--- src/rtl/single_port_ram_arbiter.sv ---
// Round-robin arbiter that shares one single-port RAM among several clients.
// Zero-fills the RAM after reset, then serves at most one read or write per cycle.
module single_port_ram_arbiter #(
  parameter int NUMBER_REQUESTER          = 4,
  parameter int SINGLE_ENTRY_SIZE_IN_BITS = 64,
  parameter int NUMBER_SET                = 64,
  parameter int SET_PTR_WIDTH_IN_BITS     = $clog2(NUMBER_SET),
  parameter int REQ_PTR_WIDTH_IN_BITS     = $clog2(NUMBER_REQUESTER)
) (
  input  logic                                                  clk_in,
  input  logic                                                  reset_n_in,
  input  logic [NUMBER_REQUESTER-1:0]                           request_valid_in,
  input  logic [NUMBER_REQUESTER-1:0]                           request_write_in,
  input  logic [NUMBER_REQUESTER*SET_PTR_WIDTH_IN_BITS-1:0]     request_addr_in,
  input  logic [NUMBER_REQUESTER*SINGLE_ENTRY_SIZE_IN_BITS-1:0] request_data_in,
  output logic [NUMBER_REQUESTER-1:0]                           request_ready_out,
  output logic [NUMBER_REQUESTER-1:0]                           response_valid_out,
  output logic [SINGLE_ENTRY_SIZE_IN_BITS-1:0]                  response_data_out,
  output logic                                                  init_done_out,
  output logic                                                  ram_access_en_out,
  output logic                                                  ram_write_en_out,
  output logic [SET_PTR_WIDTH_IN_BITS-1:0]                      ram_addr_out,
  output logic [SINGLE_ENTRY_SIZE_IN_BITS-1:0]                  ram_write_data_out,
  input  logic [SINGLE_ENTRY_SIZE_IN_BITS-1:0]                  ram_read_data_in
);

  typedef enum logic {INIT, SERVE} state_t;

  localparam logic [NUMBER_REQUESTER-1:0] GRANT_BASE = {{(NUMBER_REQUESTER-1){1'b0}}, 1'b1};
  localparam logic [REQ_PTR_WIDTH_IN_BITS-1:0] LAST_REQ = REQ_PTR_WIDTH_IN_BITS'(NUMBER_REQUESTER-1);
  localparam logic [SET_PTR_WIDTH_IN_BITS-1:0] LAST_SET = SET_PTR_WIDTH_IN_BITS'(NUMBER_SET-1);

  state_t                              state;
  logic [SET_PTR_WIDTH_IN_BITS-1:0]    counter;
  logic [REQ_PTR_WIDTH_IN_BITS-1:0]    rr_ptr;
  logic [REQ_PTR_WIDTH_IN_BITS-1:0]    grant_idx;
  logic [REQ_PTR_WIDTH_IN_BITS-1:0]    cand_idx;
  logic [REQ_PTR_WIDTH_IN_BITS-1:0]    next_ptr;
  int                                  cand_sum;
  logic                                grant_found;
  logic                                grant_valid;
  logic [NUMBER_REQUESTER-1:0]         grant_onehot;
  logic [NUMBER_REQUESTER-1:0]         resp_valid_q;

  logic [SET_PTR_WIDTH_IN_BITS-1:0]     addr_arr [NUMBER_REQUESTER];
  logic [SINGLE_ENTRY_SIZE_IN_BITS-1:0] data_arr [NUMBER_REQUESTER];

  for (genvar g = 0; g < NUMBER_REQUESTER; g++) begin : g_unpack
    assign addr_arr[g] = request_addr_in[g*SET_PTR_WIDTH_IN_BITS +: SET_PTR_WIDTH_IN_BITS];
    assign data_arr[g] = request_data_in[g*SINGLE_ENTRY_SIZE_IN_BITS +: SINGLE_ENTRY_SIZE_IN_BITS];
  end

  // Scan clients starting at rr_ptr; the wrap uses a compare so odd client counts work.
  always_comb begin
    grant_found = 1'b0;
    grant_idx   = '0;
    cand_sum    = 0;
    cand_idx    = '0;
    for (int off = 0; off < NUMBER_REQUESTER; off++) begin
      cand_sum = int'(rr_ptr) + off;
      if (cand_sum >= NUMBER_REQUESTER) begin
        cand_sum = cand_sum - NUMBER_REQUESTER;
      end
      cand_idx = REQ_PTR_WIDTH_IN_BITS'(cand_sum);
      if (!grant_found && request_valid_in[cand_idx]) begin
        grant_found = 1'b1;
        grant_idx   = cand_idx;
      end
    end
  end

  assign grant_valid  = grant_found && (state == SERVE) && reset_n_in;
  assign grant_onehot = grant_valid ? (GRANT_BASE << grant_idx) : '0;
  assign next_ptr     = (grant_idx == LAST_REQ) ? '0 : grant_idx + 1'b1;

  assign request_ready_out  = grant_onehot;
  assign response_valid_out = reset_n_in ? resp_valid_q : '0;
  assign response_data_out  = reset_n_in ? ram_read_data_in : '0;
  assign init_done_out      = reset_n_in && (state == SERVE);

  always_comb begin
    ram_access_en_out  = 1'b0;
    ram_write_en_out   = 1'b0;
    ram_addr_out       = '0;
    ram_write_data_out = '0;
    if (reset_n_in && state == INIT) begin
      ram_access_en_out = 1'b1;
      ram_write_en_out  = 1'b1;
      ram_addr_out      = counter;
    end else if (grant_valid) begin
      ram_access_en_out  = 1'b1;
      ram_write_en_out   = request_write_in[grant_idx];
      ram_addr_out       = addr_arr[grant_idx];
      ram_write_data_out = data_arr[grant_idx];
    end
  end

  always_ff @(posedge clk_in) begin
    if (!reset_n_in) begin
      state        <= INIT;
      counter      <= '0;
      rr_ptr       <= '0;
      resp_valid_q <= '0;
    end else begin
      case (state)
        INIT: begin
          resp_valid_q <= '0;
          if (counter == LAST_SET) begin
            state   <= SERVE;
            counter <= '0;
          end else begin
            counter <= counter + 1'b1;
          end
        end
        SERVE: begin
          resp_valid_q <= grant_onehot & ~request_write_in;
          if (grant_valid) begin
            rr_ptr <= next_ptr;
          end
        end
        default: state <= INIT;
      endcase
    end
  end

endmodule

--- config.mk ---
export PLATFORM = sky130hd
export DESIGN_NAME = single_port_ram_arbiter
export DESIGN_NICKNAME = d
export VERILOG_FILES = /design/src/rtl/single_port_ram_arbiter.sv
export SDC_FILE = /design/constraint.sdc
export NUM_CORES = 1
export LEC_CHECK = 0
export ABC_AREA = 1
export CORE_AREA = 10 10 186 188
export DETAILED_ROUTE_END_ITERATION = 7
export DIE_AREA = 0 0 196 198
export PLACE_DENSITY = 0.49
export SYNTH_ARGS = -nofsm -noshare
export SYNTH_HDL_FRONTEND = slang
export SYNTH_SLANG_ARGS = --single-unit
--- constraint.sdc ---
create_clock -name clk_in -period 2.8 [get_ports clk_in]
set_input_delay 0.28 -clock clk_in [delete_from_list [all_inputs] [get_ports clk_in]]
set_output_delay 0.28 -clock clk_in [all_outputs]
set_load 0.01 [all_outputs]
-- Word level (Yosys, flattened, before mapping)
Cells that the tools add are included.
- logic and storage cells: 85
- flip-flop bits (word level): 13
- output and inout bits: 145
- add/sub/neg operators: 9
- mux-type cells: 44
- $lt $le $gt $ge: 10
- equality and inequality tests: 2
- bitwise operators: 4
- reduce and logical (&&, ||, !) cells: 11
- shift-type cells: 1
- operators by type and width (kind ; number):
    64-bit two-way mux ; 5
    64-bit binary-select mux with 2-bit select ; 1
    6-bit two-way mux ; 5
    2-bit two-way mux ; 9
    2-bit by 3-bit < comparator with 1-bit output (second input constant) ; 5
    1-bit two-way mux ; 15
    6-bit binary-select mux with 2-bit select ; 1
    3-bit greater-or-equal comparator (second input constant) ; 4
    1-bit binary-select mux with 2-bit select ; 5
    4-bit two-way mux ; 2
    4-bit case mux with 2 select lines ; 1
    2-bit by 1-bit subtractor with 2-bit output (second input constant) ; 4
    1-bit logical AND ; 7
    2-bit by 2-bit adder with 3-bit output (second input constant) ; 2
    6-bit by 1-bit adder with 6-bit output (second input constant) ; 1
    6-bit equality test (second input constant) ; 1
    4-bit AND ; 1
    4-bit NOT ; 1
    1-bit by 2-bit << shifter with 4-bit output (first input constant) ; 1
    2-bit by 1-bit adder with 3-bit output (second input constant) ; 1
    2-bit by 3-bit greater-or-equal comparator with 1-bit output (second input constant) ; 1
    1-bit zero test ; 3
    2-bit NOT with 3-bit output ; 1
    2-bit by 1-bit adder with 2-bit output (second input constant) ; 1
    other kinds (3) ; 3

-- Depth between registers and ports, before layout
- depth after elaboration: 20
- depth in mapped cells: 15
- gate-level depth less buffers: 13

-- Worst setup path after synthesis
Ideal clock, no wire load.
- path kind: register to output
- start point: register rr_ptr[0]
- end point: output port request_ready_out[3]
- required time: 2.520 ns
- data arrival time: 1.849 ns
- stages on the path, launching flop included: 14
- path buffers: 2
- setup slack: 0.671 ns
- cell sequence: dfxtp_1 -> buf_4 -> nand2_1 -> nand3_1 -> nand2_1 -> nor2_2 -> nand3_1 -> nand3_1 -> nand2_2 -> clkinv_2 -> buf_2 -> ha_1 -> inv_1 -> nor2_1
- cells in the longest elaborated chain, start to end: 17
- RTL lines (element ; RTL line ; text):
    start: declaration ; 35 ; logic [REQ_PTR_WIDTH_IN_BITS-1:0] rr_ptr;
    start signal: assignment ; 118 ; rr_ptr <= next_ptr;
    parallel branches: the longest is 16 deep, another holds 2-bit by 1-bit adder with 3-bit output ; -- ;
    4-bit two-way mux * ; 73 ; assign grant_onehot = grant_valid ? (GRANT_BASE << grant_idx) : '0;
    end: declaration ; 16 ; output logic [NUMBER_REQUESTER-1:0] request_ready_out,
Every way passes the cells marked *. The select of a mux whose other input is x is not followed.

-- Final worst setup path
- start point: input port request_valid_in[0]
- end point: output port ram_write_data_out[4]
- cells in the longest elaborated chain, start to end: 18
- RTL lines (element ; RTL line ; text):
    start: declaration ; 12 ; input logic [NUMBER_REQUESTER-1:0] request_valid_in,
    1-bit binary-select mux with 2-bit select ; 65 ; if (!grant_found && request_valid_in[cand_idx]) begin
    1-bit two-way mux (not written as such) ; 65 ;
    1-bit two-way mux ; 65 ;
    1-bit zero test ; 65 ;
    1-bit logical AND ; 65 ;
    1-bit two-way mux ; 65 ;
    1-bit zero test ; 65 ;
    1-bit logical AND ; 65 ;
    1-bit two-way mux ; 65 ;
    1-bit zero test ; 65 ;
    1-bit logical AND ; 65 ;
    2-bit two-way mux ; 65 ;
    2-bit NOT with 3-bit output (not written as such) ; 94 ; ram_write_data_out = data_arr[grant_idx];
    64-bit binary-select mux with 2-bit select ; 94 ;
    64-bit two-way mux (not written as such) (2 in series) ; 94 ;
    64-bit two-way mux * ; 90 ; end else if (grant_valid) begin
    64-bit two-way mux * ; 86 ; if (reset_n_in && state == INIT) begin
    end: declaration ; 23 ; output logic [SINGLE_ENTRY_SIZE_IN_BITS-1:0] ram_write_data_out,
Mark *: on every way between the ends. The rest lies on a longest branch, timed or not. The select of a mux whose other input is x is not followed.

==> results.md <==
- CTS built an H-tree with a depth of 1.
- Detailed placement ended at an HPWL of 28700 um.
- The worst pin sits at a relative slew slack of 0.573.
- In the synthesized netlist the dominant register cell turns out to be sky130_fd_sc_hd__dfxtp_1.
- The critical path's top delay family is buffers and inverters.
- The highest attainable clock frequency is 0.373 GHz.
- Yosys printed 0 warnings.
- The period utilization is 0.957.
- The number of sinks on the clock net is 13.
- On the worst path, the slowest cell contributes a delay of between 0.4 and 0.5 ns.
- In this run, synthesis inferred 0 flip-flops with an integrated enable.
- roughly 500 I/O pins were placed.
- The number of inserted filler cells in the final layout is 3452.
- After clock tree synthesis, the flow added hold-fix buffers numbering 0.
- The number of nets in the synthesized netlist is 1407.
- The root buffer cell chosen for the clock tree is sky130_fd_sc_hd__clkbuf_16.
- Clock-pin slew was measured on the worst setup and hold paths at 0.05 ns.
- In this run the worst setup path begins at request_valid_in[0].
- The area share of the largest cell type after synthesis is 0.311.
- The overall die width is 196 um.
- Setup repair after global routing could not meet its margin everywhere.
- The critical register-to-register path startpoint is rr_ptr[0].
- The dominant cell type by count on the critical path is sky130_fd_sc_hd__nand3_1.
- At the worst endpoint, the arrival time is 2.40 ns.
- The number of different library cells used by synthesis comes to 24.
- After the first detailed-routing iteration, the DRC count stood at just under 300.
- The type of the most critical hold path is input pin to register.
- sky130_fd_sc_hd__nand2_1 is the most common cell in the netlist.
- Ranked by instance count, the synthesized netlist is headed by sky130_fd_sc_hd__nand2_1, sky130_fd_sc_hd__nand3_1, sky130_fd_sc_hd__inv_1.
- The terminus of the critical flop-to-flop path is rr_ptr[1].
- The critical path goes through clkdlybuf4s50_1 > inv_1 > nand2_1 > nand3_1 > nand2_2 > inv_1 > nand3_1 > nand3_4 > buf_4 > buf_12 > clkbuf_16 > nand2_1 > nand3_1 > a21oi_2 > clkbuf_2.
- The number of max-slew violations in the final report is 0.
- Entering global routing, the biggest net connects 71 pins.
- The category of the worst setup path launch point is an input pin.
- For this run, the register share of the synthesized area comes to 0.0548.
- Using the TritonRoute via totals, the vias-per-cell ratio works out to 4.21.
- The combined area of all synthesized cells is 4750 um^2.
- The via count of the first global-routing pass came to 8417.
- The number of storage elements in the synthesis netlist is 13.
- The per-cell routed wire length is 18.6 um.
- The first global-routing pass estimated 51700 um of wire.
- Summed over all layers, the global routing overflow is 0.
- At the end of the flow, the number of nets in the layout was around 1900.
- Max-cap violations in this run came to 0.
- The post-layout minimum cycle time is approximately 2.7 ns.
- The worst-case IR drop observed on VDD is 0.000150 V.
- For this configuration, the core starts out at a cell density of 0.153.
- The number of buffers and inverters on the critical path is 7.
- The final worst hold slack is 0.332 ns.
- At the end of the flow the core is filled with cells to 0.347.
- In this run, CTS created clock tree buffers numbering 3.
- Setup violations remaining at the end of the flow were counted as 0.
- The area growth from synthesis to layout is 127%.
- The critical path is of the input pin to output port type.
- After synthesis, the share of flip-flops with an asynchronous set or reset is 0.
- The critical path crosses 15 cells after its start point.
- The die covers 38800 um^2.
- For the worst setup path, the data required time is 2.52 ns.
- TritonCTS built the clock tree.
- Between clock sinks in the finished design, the worst skew comes to 0.00126 ns.
- The count of cells along the worst register-to-register path is 14.
- Among all stages on the critical path, the largest delay is contributed by sky130_fd_sc_hd__clkdlybuf4s50_1.
- The overall track demand over capacity in global routing is 0.167.
- Input and output buffers added on the ports amount to 498.
- Across all register-to-register paths, the minimum setup slack is 0.66 ns.
- The worst setup path is captured at an output port.
- At the end of routability-driven placement, the weighted congestion stood at 0.881.
- The power density over the cells is 174 nW/um^2.
- The area of the core is 31100 um^2.
- The number of vias in the routed layout is about 8200.
- At the later pin of the worst-skew pair, clock insertion delay measures 0.24 ns.
- In this run the most critical hold path is launched from reset_n_in.
- For this run, design rule violations remaining after detail routing come to 0.
- Dividing the synthesized area by the synthesized cell count gives 4.53 um^2.
- Of the cells placed in the final design, the portion with a size suffix greater than 1 is 0.119.
- The endpoint of the worst setup timing path is ram_write_data_out[4].
- The overall power consumption is 1.88 mW.
- The routed design has 36400 um of wire.
- The detail route stage leaves a number of antenna-violating nets equal to 0.
- The die is 198 um tall.
- The library cell occupying the most area in the post-synthesis netlist is sky130_fd_sc_hd__nand2_1.
- The maximum buffer depth of the clock tree is 2.
- The hold violation count in the final report is 0.
- For the pin with the worst max-slew slack, the measured transition is approximately 0.64 ns.
- Of all nets on the critical path, the largest fanout is 9.
- Yosys attributes the largest share of cell area to sky130_fd_sc_hd__nand2_1, sky130_fd_sc_hd__nand3_1, sky130_fd_sc_hd__inv_1, sky130_fd_sc_hd__a21oi_1, sky130_fd_sc_hd__dfxtp_1.
- Counting every instance in the synthesized netlist gives around 1000.
- The run finished with clean final reports.
- The standard-cell row count is 65.
- The leakage power is about 5.8 nW.
- The number of antenna violations at the first check in global routing is 3.
- The detailed-router iteration count before antenna repair is 4.
==> cells by family (layout without fill, tap and decap cells) <==
family | after synthesis | after routing | synth area share
DFF | 13 | 13 | 0.0548
and+or+nand+nor | 655 | 655 | 0.590
xor gates and xnor gates | 2 | 2 | 0.00369
other | 0 | 4 | 0
adders and majority gates | 5 | 5 | 0.0132
AOI/OAI and AO/OA | 75 | 75 | 0.0822
buffers and inverters | 298 | 805 | 0.256
==> state kept, by name (all words and copies together), names as in the netlist <==
register      flops
counter           6
resp_valid_q      4
rr_ptr            2
state             1
==> where the power goes <==
group / total [mW] / internal (mW) / switching [mW]
registers: 0.194 / 0.189 / 0.00445
clock network: 0.276 / 0.193 / 0.0832
logic: 1.41 / 0.830 / 0.582
total: 1.88 / 1.21 / 0.669
==> worst min path at each step <==
stage,cells after the start,to
final,3,counter[4]
after CTS,3,counter[4]
after floorplan,1,resp_valid_q[0]
after detailed placement,2,counter[4]
after global routing,3,counter[4]
after global placement,2,counter[4]
==> routing by layer <==
layer / share of wire / vias to the layer above / track usage
li1: - / 4214 / -
met1: 0.39 / 3682 / 0.186
met2: 0.52 / 328 / 0.311
met3: 0.084 / 23 / 0.0499
met4: 0.013 / 0 / 0.0229
met5: 0 / - / 0
==> per-stage QoR <==
step           setup slack, ns  std cells  setup TNS [ns]  instance area [um^2]
2_1_floorplan            0.671       1048               0                  4750
3_5_place_dp            -0.305       1937          -18.59                 10600
6_report                 0.119       1961               0                 10800
5_1_grt                -0.0534       1959          -0.318                 10800
4_1_cts               0.000503       1947               0                 10800
3_3_place_gp            -0.297       1937          -16.66                 10600
==> cell type report <==
class / count / area (um^2) / share of cell area
antenna: 4 / 10.0 / 0.000928
clock buffer: 4 / 78.8 / 0.00731
inverter: 222 / 845 / 0.0783
multi-input combinational: 737 / 3360 / 0.311
sequential: 13 / 262 / 0.0243
tap: 402 / 503 / 0.0466
timing repair buffer: 579 / 5730 / 0.531
==> repair_timing <==
item	4_1_cts	5_1_grt
setup endpoints to repair	76	76
pin swaps	1	5
gates resized for setup	92	175
gates cloned	3	7
hold endpoints to repair	0	0
setup buffers	3	3
==> layout by cell type (no fill, tap or decap), drive strengths merged, types with 3 or more instances in the layout <==
cell type,n
buf,87
a21oi,67
nand3,241
nor3,8
diode,4
inv,221
clkdlybuf4s50,421
clkbuf,69
nand2,396
nor2,10
ha,5
dfxtp,13
clkdlybuf4s15,3
o21ai,4
==> worst min-delay path, stage by stage <==
cell and delay, ns:
sky130_fd_sc_hd__buf_2 0.13, sky130_fd_sc_hd__o21ai_0 0.08, sky130_fd_sc_hd__a21oi_1 0.04
Note: power is estimated with default switching activity, not from simulation.
